**src/rtl/uart_receiver_16.sv**
```systemverilog
// Receives 16-bit words as two back-to-back 8N1 UART frames (high byte first) from an async serial line.
// Latency: 2-cycle synchronizer; data/valid update one clock after the second stop bit is sampled.
// No backpressure: each valid is a single-cycle pulse and the next word simply overwrites data.
module uart_receiver_16 #(
  parameter int clock_frequency     = 50000000,
  parameter int baud_rate           = 9600,
  parameter int clock_cycles_in_bit = clock_frequency / baud_rate
) (
  input  logic        clock,
  input  logic        reset_n,
  input  logic        rx,
  output logic [15:0] data,
  output logic        valid,
  output logic        busy,
  output logic        framing_error
);

  // Wide enough for the longest interval counted (the inter-frame gap), so no wrap mid-frame.
  localparam int CW = $clog2(4 * clock_cycles_in_bit + 1);
  localparam logic [CW-1:0] L_HALF_LAST = CW'(clock_cycles_in_bit / 2 - 1);
  localparam logic [CW-1:0] L_BIT_LAST  = CW'(clock_cycles_in_bit - 1);
  localparam logic [CW-1:0] L_GAP_LAST  = CW'(4 * clock_cycles_in_bit - 1);

  typedef enum logic [2:0] {
    S_IDLE,
    S_START,
    S_DATA,
    S_STOP,
    S_GAP
  } state_t;

  state_t        r_state, w_state_nxt;
  logic          r_sync1, r_sync2, r_rx_prev;
  logic [1:0]    r_fill;
  logic          r_armed;
  logic [CW-1:0] r_cnt, w_cnt_nxt;
  logic [2:0]    r_bit, w_bit_nxt;
  logic          r_second, w_second_nxt;
  logic [7:0]    r_shift, r_byte0;
  logic [15:0]   r_data;
  logic          r_valid, r_err;

  logic w_rx_s, w_fall;
  logic w_shift_en, w_load_byte0, w_load_data, w_err, w_disarm;

  assign w_rx_s = r_sync2;
  assign w_fall = r_rx_prev & ~w_rx_s;

  assign data          = r_data;
  assign valid         = r_valid;
  assign framing_error = r_err;
  assign busy          = (r_state != S_IDLE);

  // Synchronizer and re-arm tracking: r_fill marks when rx_s carries a real sample rather than the
  // reset value, so a line held low across reset release is never mistaken for a start bit.
  always_ff @(posedge clock or negedge reset_n) begin
    if (!reset_n) begin
      r_sync1   <= 1'b1;
      r_sync2   <= 1'b1;
      r_rx_prev <= 1'b1;
      r_fill    <= 2'b00;
      r_armed   <= 1'b0;
    end else begin
      r_sync1   <= rx;
      r_sync2   <= r_sync1;
      r_rx_prev <= r_sync2;
      r_fill    <= {r_fill[0], 1'b1};
      if (w_disarm)
        r_armed <= 1'b0;
      else if (w_rx_s && r_fill[1])
        r_armed <= 1'b1;
    end
  end

  // State, counters and byte assembly registers.
  always_ff @(posedge clock or negedge reset_n) begin
    if (!reset_n) begin
      r_state  <= S_IDLE;
      r_cnt    <= '0;
      r_bit    <= '0;
      r_second <= 1'b0;
      r_shift  <= '0;
      r_byte0  <= '0;
    end else begin
      r_state  <= w_state_nxt;
      r_cnt    <= w_cnt_nxt;
      r_bit    <= w_bit_nxt;
      r_second <= w_second_nxt;
      if (w_shift_en)
        r_shift <= {w_rx_s, r_shift[7:1]};
      if (w_load_byte0)
        r_byte0 <= r_shift;
    end
  end

  // Output registers: data only changes on a good second stop bit; pulses last one cycle.
  always_ff @(posedge clock or negedge reset_n) begin
    if (!reset_n) begin
      r_data  <= '0;
      r_valid <= 1'b0;
      r_err   <= 1'b0;
    end else begin
      r_valid <= w_load_data;
      r_err   <= w_err;
      if (w_load_data)
        r_data <= {r_byte0, r_shift};
    end
  end

  // Next-state logic: counter free-runs within a state and is cleared at every sample point.
  always_comb begin
    w_state_nxt  = r_state;
    w_cnt_nxt    = r_cnt + CW'(1);
    w_bit_nxt    = r_bit;
    w_second_nxt = r_second;
    w_shift_en   = 1'b0;
    w_load_byte0 = 1'b0;
    w_load_data  = 1'b0;
    w_err        = 1'b0;
    w_disarm     = 1'b0;
    case (r_state)
      S_IDLE: begin
        w_cnt_nxt = '0;
        if (w_fall && r_armed) begin
          w_state_nxt  = S_START;
          w_bit_nxt    = '0;
          w_second_nxt = 1'b0;
        end
      end
      S_START: begin
        if (r_cnt == L_HALF_LAST) begin
          w_cnt_nxt   = '0;
          // A line back high at mid-start-bit is a glitch: drop it silently.
          w_state_nxt = w_rx_s ? S_IDLE : S_DATA;
        end
      end
      S_DATA: begin
        if (r_cnt == L_BIT_LAST) begin
          w_cnt_nxt  = '0;
          w_shift_en = 1'b1;
          if (r_bit == 3'd7)
            w_state_nxt = S_STOP;
          else
            w_bit_nxt = r_bit + 3'd1;
        end
      end
      S_STOP: begin
        if (r_cnt == L_BIT_LAST) begin
          w_cnt_nxt = '0;
          if (!w_rx_s) begin
            w_err       = 1'b1;
            w_disarm    = 1'b1;
            w_state_nxt = S_IDLE;
          end else if (r_second) begin
            w_load_data = 1'b1;
            w_state_nxt = S_IDLE;
          end else begin
            w_load_byte0 = 1'b1;
            w_second_nxt = 1'b1;
            w_state_nxt  = S_GAP;
          end
        end
      end
      S_GAP: begin
        if (w_fall) begin
          w_cnt_nxt   = '0;
          w_bit_nxt   = '0;
          w_state_nxt = S_START;
        end else if (r_cnt == L_GAP_LAST) begin
          // Second frame never started: the held first byte is abandoned.
          w_cnt_nxt   = '0;
          w_err       = 1'b1;
          w_disarm    = 1'b1;
          w_state_nxt = S_IDLE;
        end
      end
      default: begin
        w_cnt_nxt   = '0;
        w_state_nxt = S_IDLE;
      end
    endcase
  end

endmodule

```
**config.mk**
```make
export PLATFORM = sky130hd
export DESIGN_NAME = uart_receiver_16
export DESIGN_NICKNAME = d
export VERILOG_FILES = /design/src/rtl/uart_receiver_16.sv
export SDC_FILE = /design/constraint.sdc
export NUM_CORES = 1
export LEC_CHECK = 0
export ABC_CLOCK_PERIOD_IN_PS = 3550
export CORE_MARGIN = 8
export CORE_UTILIZATION = 55
export CTS_CLUSTER_DIAMETER = 150
export DETAILED_ROUTE_END_ITERATION = 16
export PLACE_DENSITY = 0.8
export SYNTH_ARGS = -nofsm -noshare
export SYNTH_HDL_FRONTEND = slang
export SYNTH_SLANG_ARGS = --single-unit
```
**constraint.sdc**
```tcl
create_clock -name clock -period 3.55 [get_ports clock]
set_input_delay 0.8875 -clock clock [delete_from_list [all_inputs] [get_ports clock]]
set_output_delay 0.8875 -clock clock [all_outputs]
set_load 0.02 [all_outputs]
```
After elaboration in Yosys (flattened, before gate mapping)
Index checks and enable logic that the tools add are counted.
{"block": "op_classes", "addsub": 2, "mul": 0, "n_div": 0, "magnitude_cmp": 0, "eq_ne": 17, "shift": 0, "mux": 42, "bitwise_logic": 2, "reduce_logical": 11}
{"op": "$mux 15", "n": 4}
{"op": "$pmux 15 s3", "n": 1}
{"op": "$mux 3", "n": 13}
{"op": "$mux 1", "n": 19}
{"op": "$ne 2x2->1 const B", "n": 8}
{"op": "$add 15x1->15 const B", "n": 1}
{"op": "$eq 15x12->1 const B", "n": 1}
{"op": "$eq 15x13->1 const B", "n": 1}
{"op": "$eq 15x15->1 const B", "n": 1}
{"op": "$pmux 3 s5", "n": 1}
{"op": "$pmux 3 s3", "n": 1}
{"op": "$eq 3x2->1 const B", "n": 2}
{"op": "$eq 3x3->1 const B", "n": 2}
{"op": "$reduce_and 6->1", "n": 1}
{"op": "$reduce_bool 3->1", "n": 2}
{"op": "$reduce_and 5->1", "n": 1}
{"op": "$pmux 1 s2", "n": 2}
{"op": "$reduce_and 4->1", "n": 1}
{"op": "$reduce_bool 2->1", "n": 2}
{"op": "$add 3x1->3 const B", "n": 1}
{"op": "$eq 3x1->1 const B", "n": 1}
{"op": "$logic_not 3->1", "n": 1}
{"op": "$ne 3x3->1 const B", "n": 1}
{"op": "$logic_and 1x1->1", "n": 2}
{"op": "other kinds (4)", "n": 4}
{"block": "totals", "regBits": 62, "latchBits": 0, "mem_bits_rw": 0, "romBits": 0, "inputBits": 3, "out_inout_bits": 19, "wordCells": 88, "mem_count": 0}

Depth between registers and ports, before layout
{"block": "logic_depth", "word_depth": 5, "mapped_depth": 9, "mapped_depth_nobuf": 6}

Worst setup path before layout
No wires, ideal clock.
{"block": "synth_timing", "path_type": "register to register", "from": "register r_cnt[5]", "to": "register r_data[10], in the netlist data[10]", "setup_time_ns": 0.125, "arrival_ns": 2.209, "t_required_ns": 3.425, "setup_slack_ns": 1.216, "stages_incl_launch_ff": 9, "path_buffers": 3, "synth_period_minus_slack_ns": 2.334, "path_cell_list": "dfrtp_1 > or4b_1 > nor4_2 > and2_1 > buf_4 > and3_1 > buf_6 > buf_12 > mux2_4"}
{"block": "synth_between", "elab_chain_cells": 3}
{"item": "start: declaration", "line_no": "36", "source": "logic [CW-1:0] r_cnt, w_cnt_nxt;"}
{"item": "start signal: assignment", "line_no": "86", "source": "r_cnt <= w_cnt_nxt;"}
{"item": "$eq 15x13->1", "line_no": "148", "source": "if (r_cnt == L_BIT_LAST) begin"}
{"item": "$mux 1", "line_no": "148"}
{"item": "$mux 1", "line_no": "121", "source": "case (r_state)"}
{"item": "net w_load_data", "line_no": "44", "source": "logic w_shift_en, w_load_byte0, w_load_data, w_err, w_disarm;"}
{"item": "end signal: assignment", "line_no": "106", "source": "r_data <= {r_byte0, r_shift};"}
{"item": "end: declaration", "line_no": "40", "source": "logic [15:0] r_data;"}
The timed path passes the listed nets, and every way through them passes these cells.
A chain may end at the register's enable or synchronous reset.

Worst setup path in the final report
{"block": "layout_timing", "from": "register r_state[0]", "to": "output busy"}
{"block": "layout_between", "elab_chain_cells": 1}
{"item": "start: declaration", "line_no": "32", "source": "state_t r_state, w_state_nxt;"}
{"item": "start signal: assignment", "line_no": "85", "source": "r_state <= w_state_nxt;"}
{"item": "$reduce_bool 3->1", "line_no": "52", "source": "assign busy = (r_state != S_IDLE);"}
{"item": "end: declaration", "line_no": "14", "source": "output logic busy,"}
Every way passes these cells.

==> flow_metrics.tcl <==
set metrics [dict create \
    rr_worst_depth 6 \
    drt-met1-wl_um 2020 \
    grt_pass1_wl_um 7750 \
    maxCapViolations 0 \
    clkLatencyLatePin_ns 0.34 \
    top_layer_used "met4" \
    synth_area_sq_mm 0.00268 \
    fin_worst_skew_ns 0.0121 \
    min_period_over_period_pct 73.2 \
    clockBufferDepth 2 \
    drv_slew 0 \
    ctsHoldBuffers 0 \
    final_cell_mix "dfrtp_1 (59), mux2_2 (24), clkdlybuf4s50_1 (20)" \
    min_from "r_fill[0]" \
    powerDensity_mw_per_mm2 508 \
    report.final.hold_viol_count 0 \
    grt_max_degree 26 \
    clock_sinks 62 \
    grt_pass1_vias 1684 \
    antenna_found_initial 0 \
    r2r_start "r_cnt[5]" \
    worst_pin_slew_ns 0.550 \
    die_area_sq_mm 0.00736 \
    fin_nets 246 \
    cp_slowest_cell "clkdlybuf4s50_1" \
    drcViolationCount 0 \
    dp_hpwl_um 3230 \
    h-tree-depth 3 \
    r2r-end "data[1]" \
    critPathCaptureType "output pin" \
    drt-pass1-iter-count 4 \
    synth_seq_area_share_pct 58.1 \
    holdPathEnd "r_fill[1]" \
    crit_arrival_ns 1.71 \
    dpl_worst_slack_ns 1.00 \
    clkTransAtPathRegs_ns 0.07 \
    cp.required_ns 2.66 \
    totalWireLength_um 4500 \
    postRouteAntennaNets 0 \
    syn-instance-count 210 \
    cts_tree "done" \
    setup_viol 0 \
    synthesis.nets 216 \
    ys_seq_elements 62 \
    hold_depth 0 \
    r2r_slack_ns 0.99 \
    syn2layout_area_growth_pct 17.6 \
    start_kind "register" \
    path_buf_inv 2 \
    track_usage_pct 13.5 \
    gr-total-overflow 0 \
    ir_drop_mv 0.273 \
    crit_path_max_incr_delay_ns 0.54 \
    n_antenna_cell 0 \
    fmaxAchievable_ghz 0.385 \
    worst_hold_path_type "reg -> reg" \
    cts_root_buf "clkbuf_8" \
    synth_edf_count 0 \
    drive_gt1_share_pct 23.7 \
    p_leak_nw 1.50 \
    numCtsBuffers 9 \
    syn_area_per_cell_sq_um 12.8 \
    synth-async-reset-ratio_pct 100 \
    fin_crit_ns 2.60 \
    boundaryPins 22 \
    dr_wl_met2_um 2150 \
    grt_setup_unrepaired "false" \
    die_x_um 85.8 \
    vias_per_cell 5.33 \
    crit_type "reg -> out" \
    critical_path.top_delay_family "buffers and inverters" \
    slew-limit-headroom_pct 62.9 \
    cts.repair.resized 0 \
    yosys_warnings 0 \
    cp_cell_sequence "nor3_1 > inv_1 > clkdlybuf4s50_1" \
    fp-row-count 25 \
    gp_congestion 0.904 \
    outcome "finished clean" \
    synth.distinct_cells 43 \
    wl_met3_um 206 \
    drt_iter0_drc 62 \
    fp.dieH_um 85.8 \
    core-area_sq_mm 0.00472 \
    wire_per_inst_um 14.4 \
    fin_tns_setup_ns 0 \
    ys.flop_type "dfrtp_1" \
    setup_slack_ns 0.950 \
    final_common_cell "dfrtp_1" \
    vias 1662 \
    portBuffers 21 \
    initial_utilization_pct 56.7 \
    cts_setup_buffers 0 \
    critPathMaxFanout 12 \
]
metrics by stage:
stage          cell area [sq um]  hold WS (ns)  total power [mW]  std cells  util, %
6_report                    3150         0.351              1.60        312     66.7
3_5_place_dp                2950         0.338             0.984        296     62.4
3_3_place_gp                2950         0.331             0.975        296     62.4
2_1_floorplan               2680         0.331             0.934        210        -
5_1_grt                     3150         0.367              1.68        312     66.7
4_1_cts                     3150         0.354              1.62        312     66.7
worst max-delay path by stage:
stage,start,end,slack [ns],depth (start not counted)
3_5_place_dp,r_cnt[5],data[1],1.00,6
6_report,r_state[0],busy,0.95,3
2_1_floorplan,r_cnt[5],data[10],1.22,8
4_1_cts,r_state[0],busy,0.93,3
5_1_grt,r_cnt[5],data[0],0.83,6
3_3_place_gp,r_cnt[5],data[0],1.07,6
cell type report:
cell class                 instances  area [sq um]
timing repair buffer              25           235
fill                             369          1570
tap                               67          83.8
multi-input combinational        138          1060
sequential                        62          1560
clock buffer                       9           124
inverter                           4          15.0
clock inverter                     7          78.8
synth_stat cells, types with 4 or more instances:
master	number	share of area [%]
mux2_2	24	10
nor2_1	19	2.7
nor3_1	4	0.75
dfrtp_1	59	55
a21oi_1	7	1.3
nor2b_1	4	0.93
nand3_1	7	1.3
and3_1	5	1.2
xor2_1	9	2.9
mux2_4	9	5.0
xnor2_1	4	1.3
inv_1	4	0.56
nand2_1	13	1.8
registers in the layout, summed over array words and instances, names as in the netlist:
register and cells:
r_armed 1, r_cnt 15, r_second 1, r_rx_prev 1
r_state 3, data 16, r_sync2 1, r_bit 3
r_byte0 8, r_shift 8, r_sync1 1, framing_error 1
valid 1, r_fill 2
report_power, final:
part           internal [mW]  total (mW)  switching [mW]
registers              0.756       0.827          0.0711
clock network          0.332       0.629           0.297
logic                 0.0713       0.145          0.0737
routing by layer:
metal  up-vias  track usage, %
met4         0            9.24
met2        30            22.1
li1        803               -
met3        15            4.01
met1       814            15.0
met5         -               0
logic make-up (layout without fill, tap and decap cells):
logic type,count (synthesis),count (layout),share of synthesized area [%]
AND/OR/NAND/NOR,68,68,13.3
flip-flops,62,62,58.1
multiplexers,33,33,15.1
AO/OA/AOI/OAI,20,20,5.23
XOR/XNOR,13,13,4.25
buffers and inverters,10,45,2.48
adder cells (fa/ha/maj),3,3,1.40
other,1,1,0.140
(Power assumes the default switching activity.)
